## src/rtl/shr_6sipo_if.sv

```systemverilog
// Bus bundle for the 6-bit SIPO receiver: serial input side plus the word output handshake.
// The master drives the serial stream and TAKE/CLR; the slave is the receiver.
interface shr_6sipo_if;
  logic       EN;
  logic       DIN;
  logic       SYNC;
  logic       TAKE;
  logic       CLR;
  logic [5:0] DOUT;
  logic       VALID;
  logic       OVR;
  logic       ABORT;
  logic       PERR;

  modport master (
    output EN, DIN, SYNC, TAKE, CLR,
    input  DOUT, VALID, OVR, ABORT, PERR
  );

  modport slave (
    input  EN, DIN, SYNC, TAKE, CLR,
    output DOUT, VALID, OVR, ABORT, PERR
  );
endinterface

```

## src/rtl/shr_6sipo.sv

```systemverilog
// 6-bit LSB-first serial-to-parallel receiver with VALID/TAKE output buffer, overrun, resync and stall timeout.
// Optional odd-parity framing is enabled by defining SHR_6SIPO_PARITY_EN.
module shr_6sipo #(
  parameter int TIMEOUT = 15
) (
  input logic        CLK,
  input logic        RST,
  shr_6sipo_if.slave bus
);

  localparam int            IW       = $clog2(TIMEOUT + 1);
  localparam logic [IW-1:0] IDL_LAST = IW'(TIMEOUT - 1);

`ifdef SHR_6SIPO_PARITY_EN
  typedef enum logic [1:0] {S_IDLE = 2'd0, S_RECV = 2'd1, S_PAR = 2'd2} state_t;

  // Odd parity: the data bits and the parity bit must XOR to 1, otherwise flag an error.
  function automatic logic odd_par_err(input logic [5:0] data, input logic par);
    odd_par_err = ~(^{data, par});
  endfunction
`else
  typedef enum logic [1:0] {S_IDLE = 2'd0, S_RECV = 2'd1} state_t;
`endif

  state_t        state_q, state_d;
  logic [5:0]    sr_q, sr_d;
  logic [2:0]    cnt_q, cnt_d;
  logic [IW-1:0] idl_q, idl_d;
  logic [5:0]    dout_q, dout_d;
  logic          valid_q, valid_d;
  logic          ovr_q, ovr_d;
  logic          abort_q, abort_d;
  logic          done_s;
  logic [5:0]    word_s;
`ifdef SHR_6SIPO_PARITY_EN
  logic          perr_q, perr_d;
  logic          par_s;
`endif

  // Next-state: frame assembly, resync, stall timeout and output buffer update.
  always_comb begin
    state_d = state_q;
    sr_d    = sr_q;
    cnt_d   = cnt_q;
    idl_d   = idl_q;
    dout_d  = dout_q;
    valid_d = valid_q;
    ovr_d   = ovr_q;
    abort_d = 1'b0;
    done_s  = 1'b0;
    word_s  = sr_q;
`ifdef SHR_6SIPO_PARITY_EN
    perr_d  = perr_q;
    par_s   = 1'b0;
`endif

    if (bus.EN) begin
      idl_d = {IW{1'b0}};
      sr_d  = {bus.DIN, sr_q[5:1]};
      // SYNC restarts the frame from any state; the shifted-in bit is bit 0 either way.
      if ((state_q == S_IDLE) || bus.SYNC) begin
        state_d = S_RECV;
        cnt_d   = 3'd1;
      end else if (state_q == S_RECV) begin
        if (cnt_q == 3'd5) begin
          cnt_d = 3'd0;
`ifdef SHR_6SIPO_PARITY_EN
          state_d = S_PAR;
`else
          state_d = S_IDLE;
          done_s  = 1'b1;
          word_s  = {bus.DIN, sr_q[5:1]};
`endif
        end else begin
          cnt_d = cnt_q + 3'd1;
        end
      end
`ifdef SHR_6SIPO_PARITY_EN
      else if (state_q == S_PAR) begin
        sr_d    = sr_q;
        state_d = S_IDLE;
        done_s  = 1'b1;
        word_s  = sr_q;
        par_s   = bus.DIN;
      end
`endif
      else begin
        state_d = S_IDLE;
        cnt_d   = 3'd0;
      end
    end else if (state_q != S_IDLE) begin
      if (idl_q == IDL_LAST) begin
        state_d = S_IDLE;
        cnt_d   = 3'd0;
        idl_d   = {IW{1'b0}};
        abort_d = 1'b1;
      end else begin
        idl_d = idl_q + IW'(1);
      end
    end else begin
      idl_d = {IW{1'b0}};
    end

    if (bus.CLR) begin
      ovr_d = 1'b0;
    end else begin
      ovr_d = ovr_q;
    end

    // A new overrun is applied after CLR so it wins when both happen together.
    if (done_s) begin
      if (!valid_q || bus.TAKE) begin
        dout_d  = word_s;
        valid_d = 1'b1;
`ifdef SHR_6SIPO_PARITY_EN
        perr_d  = odd_par_err(word_s, par_s);
`endif
      end else begin
        ovr_d = 1'b1;
      end
    end else if (bus.TAKE && valid_q) begin
      valid_d = 1'b0;
    end else begin
      valid_d = valid_q;
    end
  end

  // State and output registers.
  always_ff @(posedge CLK or negedge RST) begin
    if (!RST) begin
      state_q <= S_IDLE;
      sr_q    <= 6'd0;
      cnt_q   <= 3'd0;
      idl_q   <= {IW{1'b0}};
      dout_q  <= 6'd0;
      valid_q <= 1'b0;
      ovr_q   <= 1'b0;
      abort_q <= 1'b0;
`ifdef SHR_6SIPO_PARITY_EN
      perr_q  <= 1'b0;
`endif
    end else begin
      state_q <= state_d;
      sr_q    <= sr_d;
      cnt_q   <= cnt_d;
      idl_q   <= idl_d;
      dout_q  <= dout_d;
      valid_q <= valid_d;
      ovr_q   <= ovr_d;
      abort_q <= abort_d;
`ifdef SHR_6SIPO_PARITY_EN
      perr_q  <= perr_d;
`endif
    end
  end

  assign bus.DOUT  = dout_q;
  assign bus.VALID = valid_q;
  assign bus.OVR   = ovr_q;
  assign bus.ABORT = abort_q;
`ifdef SHR_6SIPO_PARITY_EN
  assign bus.PERR  = perr_q;
`else
  assign bus.PERR  = 1'b0;
`endif

endmodule

```

## src/flat_wrapper.sv

```systemverilog
// flat-port wrapper written by rule: the top's interface ports become plain ports
module shr_6sipo_flat 
#(
  parameter int TIMEOUT = 15
)
  (CLK, RST, bus_EN, bus_DIN, bus_SYNC, bus_TAKE, bus_CLR, bus_DOUT, bus_VALID, bus_OVR, bus_ABORT, bus_PERR);
  shr_6sipo_if bus_i ();
  input logic CLK;
  input logic RST;
  input wire logic [$bits(bus_i.EN)-1:0] bus_EN;
  input wire logic [$bits(bus_i.DIN)-1:0] bus_DIN;
  input wire logic [$bits(bus_i.SYNC)-1:0] bus_SYNC;
  input wire logic [$bits(bus_i.TAKE)-1:0] bus_TAKE;
  input wire logic [$bits(bus_i.CLR)-1:0] bus_CLR;
  output wire logic [$bits(bus_i.DOUT)-1:0] bus_DOUT;
  output wire logic [$bits(bus_i.VALID)-1:0] bus_VALID;
  output wire logic [$bits(bus_i.OVR)-1:0] bus_OVR;
  output wire logic [$bits(bus_i.ABORT)-1:0] bus_ABORT;
  output wire logic [$bits(bus_i.PERR)-1:0] bus_PERR;
  assign bus_i.EN = bus_EN;
  assign bus_i.DIN = bus_DIN;
  assign bus_i.SYNC = bus_SYNC;
  assign bus_i.TAKE = bus_TAKE;
  assign bus_i.CLR = bus_CLR;
  assign bus_DOUT = bus_i.DOUT;
  assign bus_VALID = bus_i.VALID;
  assign bus_OVR = bus_i.OVR;
  assign bus_ABORT = bus_i.ABORT;
  assign bus_PERR = bus_i.PERR;
  shr_6sipo #(.TIMEOUT(TIMEOUT)) u_core (.CLK(CLK), .RST(RST), .bus(bus_i));
endmodule
```

## config.mk

```make
export PLATFORM = sky130hd
export DESIGN_NAME = shr_6sipo_flat
export DESIGN_NICKNAME = d
export VERILOG_FILES = /design/src/rtl/shr_6sipo_if.sv /design/src/rtl/shr_6sipo.sv /design/src/flat_wrapper.sv
export SDC_FILE = /design/constraint.sdc
export NUM_CORES = 1
export LEC_CHECK = 0
export CORE_MARGIN = 1
export CORE_UTILIZATION = 40
export CTS_CLUSTER_DIAMETER = 200
export CTS_CLUSTER_SIZE = 12
export DETAILED_ROUTE_END_ITERATION = 10
export DONT_BUFFER_PORTS = 1
export PLACE_DENSITY = 0.52
export SYNTH_ARGS = -nofsm -noshare
export SYNTH_HDL_FRONTEND = slang
export SYNTH_SLANG_ARGS = --single-unit
```

## constraint.sdc

```tcl
create_clock -name CLK -period 2.2 [get_ports CLK]
set_clock_uncertainty 0.2 [all_clocks]
set_input_delay 0.22 -clock CLK [delete_from_list [all_inputs] [get_ports CLK]]
set_output_delay 0.22 -clock CLK [all_outputs]
set_load 0.05 [all_outputs]
```

[Word level (Yosys, flattened, before mapping)]
Cells that the tools add are included.
Word-level totals
  bits of input ports: 7
  logic and storage cells: 60
  register bits after elaboration: 24
Operators by class
  multiplexer cells: 32
  reduce and logical (&&, ||, !) cells: 13
  equality and inequality tests: 5
  add/sub/neg operators: 2
Operator list (count)
  $mux 6: 4
  $mux 3: 6
  $mux 1: 13
  $mux 2: 6
  $mux 4: 3
  $reduce_bool 2->1: 4
  $reduce_and 2->1: 3
  $add 4x1->4 const B: 1
  $eq 4x4->1 const B: 1
  $ne 4x3->1 const B: 1
  $add 3x1->3 const B: 1
  $eq 3x3->1 const B: 1
  $reduce_and 3->1: 1
  $eq 2x1->1 const B: 1
  $logic_not 2->1: 1
  $logic_or 1x1->1: 2
  $ne 2x2->1 const B: 1
  $logic_and 1x1->1: 1
  $logic_not 1->1: 1

[Logic depth before layout (Yosys ltp)]
  depth after elaboration: 7
  gate-level depth with buffers: 5

[Worst setup path before layout]
Ideal clock, no wire load.
  path kind: reg2reg
  from: register u_core.valid_q, in the netlist u_core.bus.VALID
  to: register u_core.dout_q[5], in the netlist u_core.bus.DOUT[5]
  arrival time: 1.390 ns
  period minus slack after synthesis: 1.715 ns
  path buffers: 0
  required time: 1.875 ns
  setup slack: 0.485 ns
  stages on the path, launching flop included: 4
  path through: dfrtp_1 nand2b_1 nor3b_4 mux2_2
On the way
  longest elaborated chain between the ends: 3
Ends and longest elaborated chain
  start, declared: line shr_6sipo.sv:30  | logic valid_q, valid_d;
  start signal, assigned: line shr_6sipo.sv:148  | valid_q <= valid_d;
  $logic_not 1->1: line shr_6sipo.sv:112  | if (!valid_q || bus.TAKE) begin
  $logic_or 1x1->1: line shr_6sipo.sv:112
  $reduce_and 2->1 (no source line)
  end signal, assigned: line shr_6sipo.sv:147  | dout_q <= dout_d;
  end, declared: line shr_6sipo.sv:29  | logic [5:0] dout_q, dout_d;
Every way passes these cells.
A chain may end at the register's enable or synchronous reset.

[Final worst setup path]
  from: register u_core.cnt_q[1]
  to: register u_core.ovr_q, in the netlist u_core.bus.OVR
On the way
  longest elaborated chain between the ends: 6
Ends and longest elaborated chain
  start, declared: line shr_6sipo.sv:27  | logic [2:0] cnt_q, cnt_d;
  start signal, assigned: line shr_6sipo.sv:145  | cnt_q <= cnt_d;
  $eq 3x3->1: line shr_6sipo.sv:65  | if (cnt_q == 3'd5) begin
  $mux 1: line shr_6sipo.sv:65
  $mux 1: line shr_6sipo.sv:64  | end else if (state_q == S_RECV) begin
  $mux 1: line shr_6sipo.sv:61  | if ((state_q == S_IDLE) || bus.SYNC) begin
  $mux 1: line shr_6sipo.sv:57  | if (bus.EN) begin
  $mux 1: line shr_6sipo.sv:111  | if (done_s) begin
  via u_core.ovr_d: line shr_6sipo.sv:31  | logic ovr_q, ovr_d;
  end signal, assigned: line shr_6sipo.sv:149  | ovr_q <= ovr_d;
  end, declared: line shr_6sipo.sv:31
The timed path passes the listed nets, and every way through them passes these cells.

==> metrics.txt <==
clock root buffer clkbuf_4; CP peak stage delay 570 ps; I/O pins 17; wire per inst 14.0 um; clock transition at the registers of the reported paths 110 ps; dpl hpwl 991 um; Max Root-Sink Buffers 2; Syn Nets 78; RSZ-0062 raised after global routing false; worst reg2reg path depth 4; max cap viols 0; worst-path cell chain nand3b_1 -> or2_2 -> o22ai_1 -> dlygate4sd3_1; Nets 89; TritonCTS clock tree done; Initial Util 44.5%; minimum clock period 1950 ps; Slew @ Worst Pin 958 ps; Hold Vio Cnt, Final 0; First DRT Iteration DRCs 5; Non-Filler Cell Area, Final 1050 um2; Cell Area, Synth 918 um2; worst r2r dst u_core.bus.OVR$_DFF_PN0_; sequential area share after synthesis 59.9%; number of antenna diodes 0; HP Class primary input to flip-flop; Post-synth EDFFs 0; top_reg_cell synth dfrtp_1; Pleak 0.485 nW; post-synth top area cell dfrtp_1; number of buffers created by CTS 3; Tcrit/Tclk final 88.5%; Synth area leaders dfrtp_1, mux2_2, ha_1; worst skew pair latency 300 ps; Die H 49.9 um; initial antenna violation count 0; synthesis-stage register bit count 22; WHS Path Cells 3; Worst Path Required 2240 ps; Setup crit end kind flip-flop; clk sink count 22; Routed Antenna Nets 0; Via density 5.06; GRT Util Overall 13.5%; Port Buf Inserts 0; grt total ovfl 0; Syn Area/Cell 13.3 um2; vias in the first global route 539; PwrDens 830 nW/um2; DRC Markers 0; Non-Filler Instances 106; global-route wire length before repair 2480 um; Std-Cell Rows 16; Slew Limit Headroom 35.9%; Setup TNS Final 0 ps; r2r setup slk 250 ps; WS Path Type flip-flop to flip-flop; Post-synth ARST share 100%; Yosys cell types 26; Ys Warns 0; CTS H-tree lvls 1; Syn-to-layout area delta 14.7%; hold_buf cts 7; final setup fails 0; DR vias 536; Final WS setup 254 ps; Total Wirelength 1480 um; maximum vdd drop 0.602 mV; Worst EP arrival 1990 ps; DIE AREA 2490 um2; largest net degree at the start of global routing 23; post-CTS setup buffer count 0; top-area cell type share of the netlist area 59.9%; startpoint type of the worst setup path flip-flop; outcome complete, no violations; Reg-to-Reg Start u_core.cnt_q[1]$_DFFE_PN0P_; DP Area 947 um2; critical path fanouts, max 4; worst hold slack 38.7 ps; pre-CTS WS 460 ps; Resize count post-CTS 0; hold worst-path end u_core.bus.VALID$_DFFE_PN0P_; hold path start bus_EN; # placed instances 95; Final GP Congestion 0.700; share of layout cells above drive strength 1 24.1%; Max Slew Vio Count 0; CORE AREA 2060 um2; Pre-Repair DR Iteration Count 2; Synth Instances 69; slowest cell on the critical path dlygate4sd3_1; fmax 514 MHz; die width 49.9 um
==> critical path: cells and delay by family (launching register included) <==
family	cells	cell delay [ps]
DFF	1	430
AOI/OAI and AO/OA	1	120
buffers and inverters	1	570
and+or+nand+nor	2	580
==> through the flow <==
step | util [%] | total power, mW
after floorplan | - | 0.637
after global placement | 45.9 | 0.650
after detailed placement | 45.9 | 0.651
after CTS | 51.1 | 0.892
after global routing | 51.1 | 0.921
final | 51.1 | 0.875
==> routing by layer <==
metal / up-vias / part of all wire, % / wire, um / track usage (%)
li1: 256 / - / - / -
met1: 266 / 49 / 727 / 18.1
met2: 14 / 45 / 667 / 20.7
met3: 0 / 5.8 / 86 / 6.17
met4: 0 / 0 / 0 / 1.43
met5: - / 0 / 0 / 0
==> how the worst max path moves through the flow <==
stage               slack (ps)                          from                             end  cells past startpoint
finish                     250   u_core.cnt_q[1]$_DFFE_PN0P_        u_core.bus.OVR$_DFF_PN0_                      4
global route               170   u_core.cnt_q[1]$_DFFE_PN0P_        u_core.bus.OVR$_DFF_PN0_                      4
CTS                        280   u_core.cnt_q[1]$_DFFE_PN0P_        u_core.bus.OVR$_DFF_PN0_                      4
detailed placement         460   u_core.cnt_q[1]$_DFFE_PN0P_  u_core.bus.DOUT[5]$_DFFE_PN0P_                      3
global placement           510   u_core.cnt_q[1]$_DFFE_PN0P_  u_core.bus.DOUT[4]$_DFFE_PN0P_                      3
floorplan                  490  u_core.bus.VALID$_DFFE_PN0P_  u_core.bus.DOUT[5]$_DFFE_PN0P_                      3
==> kinds of logic (layout without fill, tap and decap cells) <==
kind of cell / after synthesis / after routing / synth area share, %
buffers and inverters: 4 / 14 / 2.18
and+or+nand+nor: 20 / 20 / 13.9
DFF: 22 / 22 / 59.9
adders and majority gates: 2 / 2 / 2.72
xor gates and xnor gates: 2 / 2 / 1.91
other: 1 / 1 / 0.408
muxes: 11 / 11 / 13.5
AOI/OAI and AO/OA: 7 / 7 / 5.45
==> cells in the final DEF (no fill, tap or decap), types with 2 or more instances in the layout <==
master / n
clkbuf_4: 3
dlygate4sd3_1: 7
nand3b_1: 2
nand3_1: 2
nor2_1: 6
mux2_2: 11
ha_1: 2
inv_1: 2
dfrtp_1: 22
o21ai_0: 3
nand2_1: 2
==> power breakdown <==
group	internal [mW]	total, mW	switching (mW)
Combinational	0.0522	0.0899	0.0377
Clock	0.101	0.214	0.113
Sequential	0.453	0.570	0.117
Total	0.606	0.875	0.269
==> sequential cells by signal, indices dropped and copies added (netlist names) <==
signal,cells
u_core.bus.ABORT,1
u_core.state_q,1
u_core.bus.DOUT,6
u_core.idl_q,4
u_core.bus.OVR,1
u_core.bus.VALID,1
u_core.sr_q,5
u_core.cnt_q,3
==> final cells by class <==
| type | count | area, um2 |
|---|---|---|
| clock buffers | 4 | 36.3 |
| multi-input cells | 43 | 348 |
| well taps | 27 | 33.8 |
| inverters | 2 | 7.51 |
| fillers | 189 | 1010 |
| flip-flops and latches | 22 | 551 |
| repair buffers | 8 | 77.6 |
==> synthesized netlist by cell type, drive strengths merged (2+ instances only) <==
master / number
nand3b: 3
dfrtp: 22
ha: 2
nand2: 2
nand3: 2
o21ai: 3
mux2: 11
nor2: 6
buf: 2
inv: 2
nor3b: 2
No activity file was read; power rests on OpenSTA's default activity.
